$ cat src/rtl/uart_tx_fifo_serializer.sv
// Word-wide stream FIFO feeding a byte serializer that drops bytes whose keep bit is clear.
// Bytes leave in FIFO order and, within a word, in LSB-first or MSB-first order.
module uart_tx_fifo_serializer #(
  parameter int unsigned BYTES     = 4,
  parameter int unsigned DEPTH     = 16,
  parameter bit          LSB_FIRST = 1'b1
) (
  input  logic                       clk,
  input  logic                       rst,
  input  logic [8*BYTES-1:0]         s_axis_tdata,
  input  logic [BYTES-1:0]           s_axis_tkeep,
  input  logic                       s_axis_tvalid,
  output logic                       s_axis_tready,
  input  logic                       tx_byte_ready,
  output logic [7:0]                 tx_byte_data,
  output logic                       tx_byte_valid,
  output logic [$clog2(DEPTH+1)-1:0] fifo_level,
  output logic                       busy
);

  localparam int unsigned PtrW = (DEPTH > 1) ? $clog2(DEPTH) : 1;
  localparam int unsigned LvlW = $clog2(DEPTH + 1);

  typedef enum logic [0:0] {StIdle, StSend} state_e;

  // FIFO storage and bookkeeping
  logic [8*BYTES-1:0] mem_data_q [DEPTH];
  logic [BYTES-1:0]   mem_keep_q [DEPTH];
  logic [PtrW-1:0]    wr_ptr_q, wr_ptr_d;
  logic [PtrW-1:0]    rd_ptr_q, rd_ptr_d;
  logic [LvlW-1:0]    level_q, level_d;

  // Serializer
  state_e             state_q, state_d;
  logic [8*BYTES-1:0] word_q, word_d;
  logic [BYTES-1:0]   mask_q, mask_d;

  logic               push, pop, fifo_empty, fifo_full;
  logic               byte_xfer, need_word;
  logic [BYTES-1:0]   sel_oh, mask_rem;
  logic [7:0]         sel_byte;
  logic [8*BYTES-1:0] head_data;
  logic [BYTES-1:0]   head_keep;

  assign fifo_empty = (level_q == '0);
  assign fifo_full  = (level_q == LvlW'(DEPTH));
  assign head_data  = mem_data_q[rd_ptr_q];
  assign head_keep  = mem_keep_q[rd_ptr_q];

  // Ready depends only on the registered level; a same-cycle pop frees the slot next cycle.
  assign s_axis_tready = ~rst & ~fifo_full;
  assign push          = s_axis_tvalid & s_axis_tready;

  // Pick the first remaining kept byte in send order; the last match in the loop wins.
  always_comb begin
    sel_oh   = '0;
    sel_byte = 8'h00;
    for (int unsigned i = 0; i < BYTES; i++) begin
      if (LSB_FIRST) begin
        if (mask_q[BYTES-1-i]) begin
          sel_oh              = '0;
          sel_oh[BYTES-1-i]   = 1'b1;
          sel_byte            = word_q[8*(BYTES-1-i) +: 8];
        end
      end else begin
        if (mask_q[i]) begin
          sel_oh    = '0;
          sel_oh[i] = 1'b1;
          sel_byte  = word_q[8*i +: 8];
        end
      end
    end
  end

  assign tx_byte_valid = (state_q == StSend);
  assign tx_byte_data  = (state_q == StSend) ? sel_byte : 8'h00;
  assign byte_xfer     = tx_byte_valid & tx_byte_ready;
  assign mask_rem      = mask_q & ~sel_oh;
  assign need_word     = (state_q == StIdle) | (byte_xfer & (mask_rem == '0));
  assign pop           = need_word & ~fifo_empty;

  assign fifo_level = level_q;
  assign busy       = ~fifo_empty | (state_q == StSend);

  always_comb begin
    state_d = state_q;
    word_d  = word_q;
    mask_d  = mask_q;
    if (byte_xfer) begin
      mask_d = mask_rem;
    end
    if (need_word) begin
      state_d = StIdle;
    end
    // A zero-keep word is consumed by the pop itself and never enters StSend.
    if (pop) begin
      word_d  = head_data;
      mask_d  = head_keep;
      state_d = (head_keep != '0) ? StSend : StIdle;
    end
  end

  always_comb begin
    wr_ptr_d = wr_ptr_q;
    rd_ptr_d = rd_ptr_q;
    level_d  = level_q;
    if (push) begin
      wr_ptr_d = wr_ptr_q + 1'b1;
    end
    if (pop) begin
      rd_ptr_d = rd_ptr_q + 1'b1;
    end
    unique case ({push, pop})
      2'b10:   level_d = level_q + 1'b1;
      2'b01:   level_d = level_q - 1'b1;
      default: level_d = level_q;
    endcase
  end

  always_ff @(posedge clk or posedge rst) begin
    if (rst) begin
      wr_ptr_q <= '0;
      rd_ptr_q <= '0;
      level_q  <= '0;
      state_q  <= StIdle;
      word_q   <= '0;
      mask_q   <= '0;
    end else begin
      wr_ptr_q <= wr_ptr_d;
      rd_ptr_q <= rd_ptr_d;
      level_q  <= level_d;
      state_q  <= state_d;
      word_q   <= word_d;
      mask_q   <= mask_d;
    end
  end

  // Storage needs no reset; entries are only read once the level says they were written.
  always_ff @(posedge clk) begin
    if (push) begin
      mem_data_q[wr_ptr_q] <= s_axis_tdata;
      mem_keep_q[wr_ptr_q] <= s_axis_tkeep;
    end
  end

endmodule

$ cat config.mk
export PLATFORM = sky130hd
export DESIGN_NAME = uart_tx_fifo_serializer
export DESIGN_NICKNAME = d
export VERILOG_FILES = /design/src/rtl/uart_tx_fifo_serializer.sv
export SDC_FILE = /design/constraint.sdc
export NUM_CORES = 1
export LEC_CHECK = 0
export CAP_MARGIN = 30
export CORE_AREA = 2 2 304 156
export CTS_BUF_LIST = sky130_fd_sc_hd__clkbuf_8
export CTS_CLUSTER_SIZE = 25
export DETAILED_ROUTE_END_ITERATION = 10
export DIE_AREA = 0 0 306 158
export HOLD_SLACK_MARGIN = 0.02
export PLACE_DENSITY = 0.71
export RECOVER_POWER = 100
export SLEW_MARGIN = 10
export SYNTH_ARGS = -nofsm -noshare
export SYNTH_HDL_FRONTEND = slang
export SYNTH_SLANG_ARGS = --single-unit
export TNS_END_PERCENT = 30
$ cat constraint.sdc
create_clock -name clk -period 3.8 [get_ports clk]
set_input_delay 0.57 -clock clk [delete_from_list [all_inputs] [get_ports clk]]
set_output_delay 0.57 -clock clk [all_outputs]
set_load 0.03 [all_outputs]
; After elaboration in Yosys (flattened, before gate mapping)
; Memory sizes are Yosys's and may differ from the RTL's. A register that Yosys moved wholly into a read port is not among the register bits.
; Cells that the tools add are included.
; W data, S select, Z words.
[classes]
n_addsub = 4
reduce_logical = 6
muxes = 17
eq_ne = 3
bitwise = 13
[ops]
columns = operator, n
row1 = $mux W8, 5
row2 = $mux W4, 6
row3 = $pmux W5 S2, 1
row4 = $add A4 B1 Y4 const B, 2
row5 = $reduce_bool A2 Y1, 3
row6 = $add A5 B1 Y5 const B, 1
row7 = $and A1 B1 Y1, 5
row8 = $eq A5 B5 Y1 const B, 1
row9 = $logic_not A5 Y1, 1
row10 = $mux W1, 5
row11 = $sub A5 B1 Y5 const B, 1
row12 = $and A4 B4 Y4, 1
row13 = $logic_not A4 Y1, 1
row14 = $not A1 Y1, 4
row15 = $not A4 Y4, 1
row16 = $reduce_bool A4 Y1, 1
row17 = $eq A2 B1 Y1 const B, 1
row18 = $eq A2 B2 Y1 const B, 1
row19 = $or A1 B1 Y1, 2
[word_totals]
inputBits = 40
ff_bits = 18
mem_bits_rw = 576
elab_cells = 50
mem_count = 2
out_inout_bits = 16
[memory_table]
columns = memory, depth, width, rd, rd_clocked_by_memory_dff, write_ports, line
row1 = mem_data_q, 16, 32, 1, 1, 1, 27  ; logic [8*BYTES-1:0] mem_data_q [DEPTH];
row2 = mem_keep_q, 16, 4, 1, 0, 1, 28  ; logic [BYTES-1:0] mem_keep_q [DEPTH];

; Longest topological paths before layout
[depth]
ltp_word = 12
ltp_mapped = 15
depth_no_buf = 12

; Least setup slack after synthesis
; No wires, ideal clock.
[synth_timing]
kind = flip-flop to flip-flop
start = register level_q[2] (netlist: fifo_level[2])
end = register level_q[4] (netlist: fifo_level[4])
t_arrival_ns = 3.597
setup_time_ns = 0.081
slack_ns = 0.122
path_buffers = 2
path_stages_with_launch = 15
cell_sequence = dfrtp_1 -> clkbuf_1 -> nor4_1 -> a21oi_1 -> and2_1 -> clkbuf_1 -> inv_1 -> ha_1 -> xor2_1 -> ha_1 -> o21a_1 -> o221a_2 -> or3_1 -> a21oi_1 -> xor2_1
[synth_between]
elab_chain_cells = 6
[synth_lines]
columns = item, line
row1 = from (decl), 31  ; logic [LvlW-1:0] level_q, level_d;
row2 = from (signal assigned), 131  ; level_q <= level_d;
row3 = $eq A5 B5 Y1 *, 46  ; assign fifo_full = (level_q == LvlW'(DEPTH));
row4 = $not A1 Y1 *, 51  ; assign s_axis_tready = ~rst & ~fifo_full;
row5 = $and A1 B1 Y1 *, 51
row6 = named net s_axis_tready, 13  ; output logic s_axis_tready,
row7 = $and A1 B1 Y1 *, 52  ; assign push = s_axis_tvalid & s_axis_tready;
row8 = $eq A2 B1 Y1 / $eq A2 B2 Y1 (equally long branches), 113  ; unique case ({push, pop})
row9 = $pmux W5 S2 / $reduce_bool A2 Y1 (equally long branches), n/a
; Mark *: on every way through the listed nets, which the timed path passes. The rest lies on a longest branch.
; A chain may end at the register's enable or synchronous reset.

==> summary.md <==
| Metric | Value |
|---|---|
| Clock latency on the worst-skew pair | between 0.6 and 0.7 ns |
| Highest attainable clock frequency | 0.2869 GHz |
| P per Cell Area | roughly 700 nW/um^2 |
| Horizontal die dimension | around 310 um |
| Worst-path maximum fanout | 37 |
| Critical-path top delay cell | sky130_fd_sc_hd__dfrtp_1 |
| First-pass GRT wire length | roughly 76 mm |
| Critical register-to-register path endpoint | word_q[19] |
| Final Hold Vio Count | 0 |
| Fill cell instance count of the final layout | between 3000 and 4000 |
| Reg-to-reg setup timing slack | ~0.31 ns |
| DRC Markers | 0 |
| Setup CP Type | reg -> reg |
| Count of flip-flops with a built-in enable after synthesis | 576 |
| Register clock-pin slew on the reported worst setup and hold paths | 0.06 ns |
| Result of the run | complete, but fails checks |
| Starting DRC count in detailed routing | 1280 |
| Number of nets in the synthesized netlist | approximately 1100 |
| Final worst path period share | 0.9172 |
| Maximum number of pins on one net before global-route repair | 40 |
| Sequence of cells on the critical path | clkbuf_1, mux4_2, mux4_2, mux2_1 |
| DRT Pass-1 Iters | 6 |
| Setup TNS | 0 ns |
| Cells after Synth | ~1000 |
| Setup repair after global routing missed its margin | false |
| Global-route usage over all layers | 0.2230 |
| Clock tree root driver cell | sky130_fd_sc_hd__clkbuf_8 |
| Worst Hold Depth | 1 |
| Number of top-level pins | 56 |
| Average routed wire per standard cell | 28.19 um |
| Violations in the final reports | max-capacitance violations, max-slew violations |
| Most frequent cell on the critical path | sky130_fd_sc_hd__mux4_2 |
| Number of different library cells in the post-synthesis netlist | 48 |
| CTS HTree Levels | 3 |
| Routed WL | 52.30 mm |
| Placed wire-length estimate | between 30 and 40 mm |
| Relative area change from synthesis to final layout | 11.83% |
| Number of global-route vias before repair | about 11000 |
| Kind of end point of the critical path | flip-flop |
| Area contributors post-synth | sky130_fd_sc_hd__edfxtp_1 (70%), sky130_fd_sc_hd__mux4_1 (13%), sky130_fd_sc_hd__mux4_2 (5.1%) |
| Data arrival time at the worst-slack endpoint | approximately 4 ns |
| Number of maximum-capacitance violations | 3 |
| Ratio of cells with drive above 1 in the final layout | 0.1801 |
| Share of synthesized area occupied by flip-flops and latches | 0.7475 |
| Largest area contributor in the netlist | sky130_fd_sc_hd__edfxtp_1 |
| Hold path endpoint | word_q[10] |
| Weighted congestion reported at the end of routability-driven placement | approximately 0.85 |
| Number of antenna violations at the first check in global routing | 4 |
| Std-Cell Core Area | roughly 46000 um^2 |
| Predominant post-synthesis flop cell | sky130_fd_sc_hd__edfxtp_1 |
| Startpoint of the worst-slack reg-to-reg timing path | rd_ptr_q[1] |
| Number of cells upsized or downsized after cts | 0 |
| Worst setup margin | about 0.31 ns |
| Post-synthesis async set-or-reset flop share | 0.07987 |
| Initial Utilization | 0.5406 |
| Final hold slack | approximately 0.50 ns |
| Post-DRT Antenna Nets | 0 |
| Sort of element at the start of the critical path | flip-flop |
| Vias per inst | approximately 6.1 |
| TritonCTS buffer count | 85 |
| Post-Syn Area per Cell | between 20 and 25 um^2 |
| VDD IR max | ~0.40 mV |
| Setup-failing EPs final | 0 |
| Kind of path behind the tightest hold check | reg -> reg |
| Max-Slew Margin vs Limit | -0.2832 |
| Combined area of all synthesized cells | around 25000 um^2 |
| Chip Height | around 160 um |
| Portion of synthesized cell area occupied by the leading cell type | 0.6971 |
| Worst clock skew | slightly below 0.02 ns |
| Post-route minimum period | 3.485 ns |
| Net count, final | ~1200 |
| Required time of the worst setup path | ~4.3 ns |
| Die footprint | just under 50000 um^2 |
| IO Port Bufs | 55 |
| Final Instance Count excl. Fillers | 1855 |
| Via count | approximately 11000 |
| Number of instances in the placed design | between 1500 and 2000 |
| Core Rows | 56 |
| Clock Path Buffers | 3 |
| Reported leakage power | between 9 and 10 nW |
| Worst R2R Path Depth | 4 |
| Largest stage delay, worst path | between 1.5 and 2 ns |
| Placement Setup Slack | about 0.38 ns |
| GR Overflow Total | 0 |
| TritonCTS Sinks | ~630 |
| Critical hold path startpoint | word_q[10] |
| Clock tree from TritonCTS | done |
| Number of buffers inserted by post-CTS setup repair | 0 |
| Warnings, synthesis | 0 |
| Post-CTS Hold Buffers | 0 |
| Number of max-slew violations in the final report | 91 |
| Slew at the pin closest to its max-slew limit | about 1.9 ns |
| Synth Register Bits | between 600 and 700 |
==> registers in the layout, indices dropped and copies added, names as in the netlist <==
register       cells
mem_data_q       512
rd_ptr_q           4
tx_byte_valid      1
fifo_level         5
mem_keep_q        64
wr_ptr_q           4
mask_q             4
word_q            32
==> layer usage <==
| metal | up-vias | share of wire | global-route usage |
|---|---|---|---|
| li1 | 4809 | - | - |
| met1 | 5925 | 0.49 | 0.3684 |
| met2 | 465 | 0.42 | 0.3025 |
| met3 | 56 | 0.081 | 0.05181 |
| met4 | 0 | 0.013 | 0.04645 |
| met5 | - | 0 | 0 |
==> power breakdown <==
group | switching [mW] | internal, mW
registers | 0.614 | 8.16
logic | 2.93 | 2.86
clock network | 2.44 | 2.52
==> area by class of cell <==
class / instances / area (um^2) / area share
clock buffers: 99 / 1363 / 0.04910
well taps: 609 / 762.0 / 0.02746
diodes: 2 / 5.005 / 0.0001804
repair buffers: 102 / 977.2 / 0.03522
inverters: 6 / 22.52 / 0.0008117
multi-input cells: 356 / 5776 / 0.2081
clock inverters: 55 / 286.5 / 0.01033
flip-flops and latches: 626 / 18560 / 0.6688
==> placed cells by master (no fill, tap or decap), types with 11 or more instances in the layout <==
cell,synthesis,final
sky130_fd_sc_hd__edfxtp_1,576,576
sky130_fd_sc_hd__mux4_1,120,120
sky130_fd_sc_hd__clkbuf_8,0,99
sky130_fd_sc_hd__mux4_2,56,56
sky130_fd_sc_hd__dlygate4sd3_1,0,53
sky130_fd_sc_hd__dfrtp_1,50,47
sky130_fd_sc_hd__mux2_1,2,31
sky130_fd_sc_hd__clkinv_1,1,28
sky130_fd_sc_hd__a21oi_1,20,20
sky130_fd_sc_hd__nand2_1,18,18
sky130_fd_sc_hd__inv_1,5,18
sky130_fd_sc_hd__buf_4,2,14
sky130_fd_sc_hd__nor2_1,13,12
sky130_fd_sc_hd__clkbuf_1,20,11
sky130_fd_sc_hd__buf_12,0,11
==> stage by stage <==
| stage | util | total power, mW | area, um^2 |
|---|---|---|---|
| after detailed placement | 0.5737 | 15.14 | 26330 |
| after floorplan | - | 13.22 | 24810 |
| after global routing | 0.6046 | 20.39 | 27750 |
| after global placement | 0.5737 | 15.04 | 26330 |
| after CTS | 0.6097 | 20.10 | 27980 |
| final | 0.6046 | 19.51 | 27750 |
==> synthesized netlist by cell type, types with 6 or more instances <==
library cell,n
sky130_fd_sc_hd__ha_1,9
sky130_fd_sc_hd__xor2_1,7
sky130_fd_sc_hd__nand2_1,18
sky130_fd_sc_hd__nand3_1,6
sky130_fd_sc_hd__mux4_1,120
sky130_fd_sc_hd__nor2_1,13
sky130_fd_sc_hd__buf_8,7
sky130_fd_sc_hd__clkbuf_1,20
sky130_fd_sc_hd__dfrtp_1,50
sky130_fd_sc_hd__and3_1,8
sky130_fd_sc_hd__and2_1,13
sky130_fd_sc_hd__o221ai_1,8
sky130_fd_sc_hd__buf_2,9
sky130_fd_sc_hd__a21oi_1,20
sky130_fd_sc_hd__mux2_4,32
sky130_fd_sc_hd__edfxtp_1,576
sky130_fd_sc_hd__buf_6,11
sky130_fd_sc_hd__mux4_2,56
==> worst max-delay path: cells and delay by family, from the launching register on <==
kind / cells / cell delay [ns]
buffers and inverters: 1 / 0.53
muxes: 3 / 1.20
DFF: 1 / 1.63
==> worst max-delay path by stage <==
stage	from	endpoint	slack, ns	cells after the start
2_1_floorplan	fifo_level[2]	fifo_level[4]	0.12	14
6_report	rd_ptr_q[1]	word_q[19]	0.31	4
4_1_cts	mask_q[0]	tx_byte_data[0]	0.44	5
5_1_grt	rd_ptr_q[1]	word_q[22]	0.16	4
3_5_place_dp	rst	fifo_level[4]	0.38	12
3_3_place_gp	rst	fifo_level[4]	0.38	12
==> kinds of logic (layout without fill, tap and decap cells) <==
group / after synthesis / after routing / share of synthesized area
other: 0 / 2 / 0
AND/OR/NAND/NOR: 73 / 73 / 0.01518
multiplexers: 214 / 214 / 0.1998
adder cells (fa/ha/maj): 10 / 10 / 0.004942
buffers and inverters: 58 / 262 / 0.01604
XOR/XNOR: 12 / 12 / 0.004236
AO/OA/AOI/OAI: 47 / 47 / 0.01225
flip-flops: 626 / 626 / 0.7475
Power figures use the tool's default switching activity.
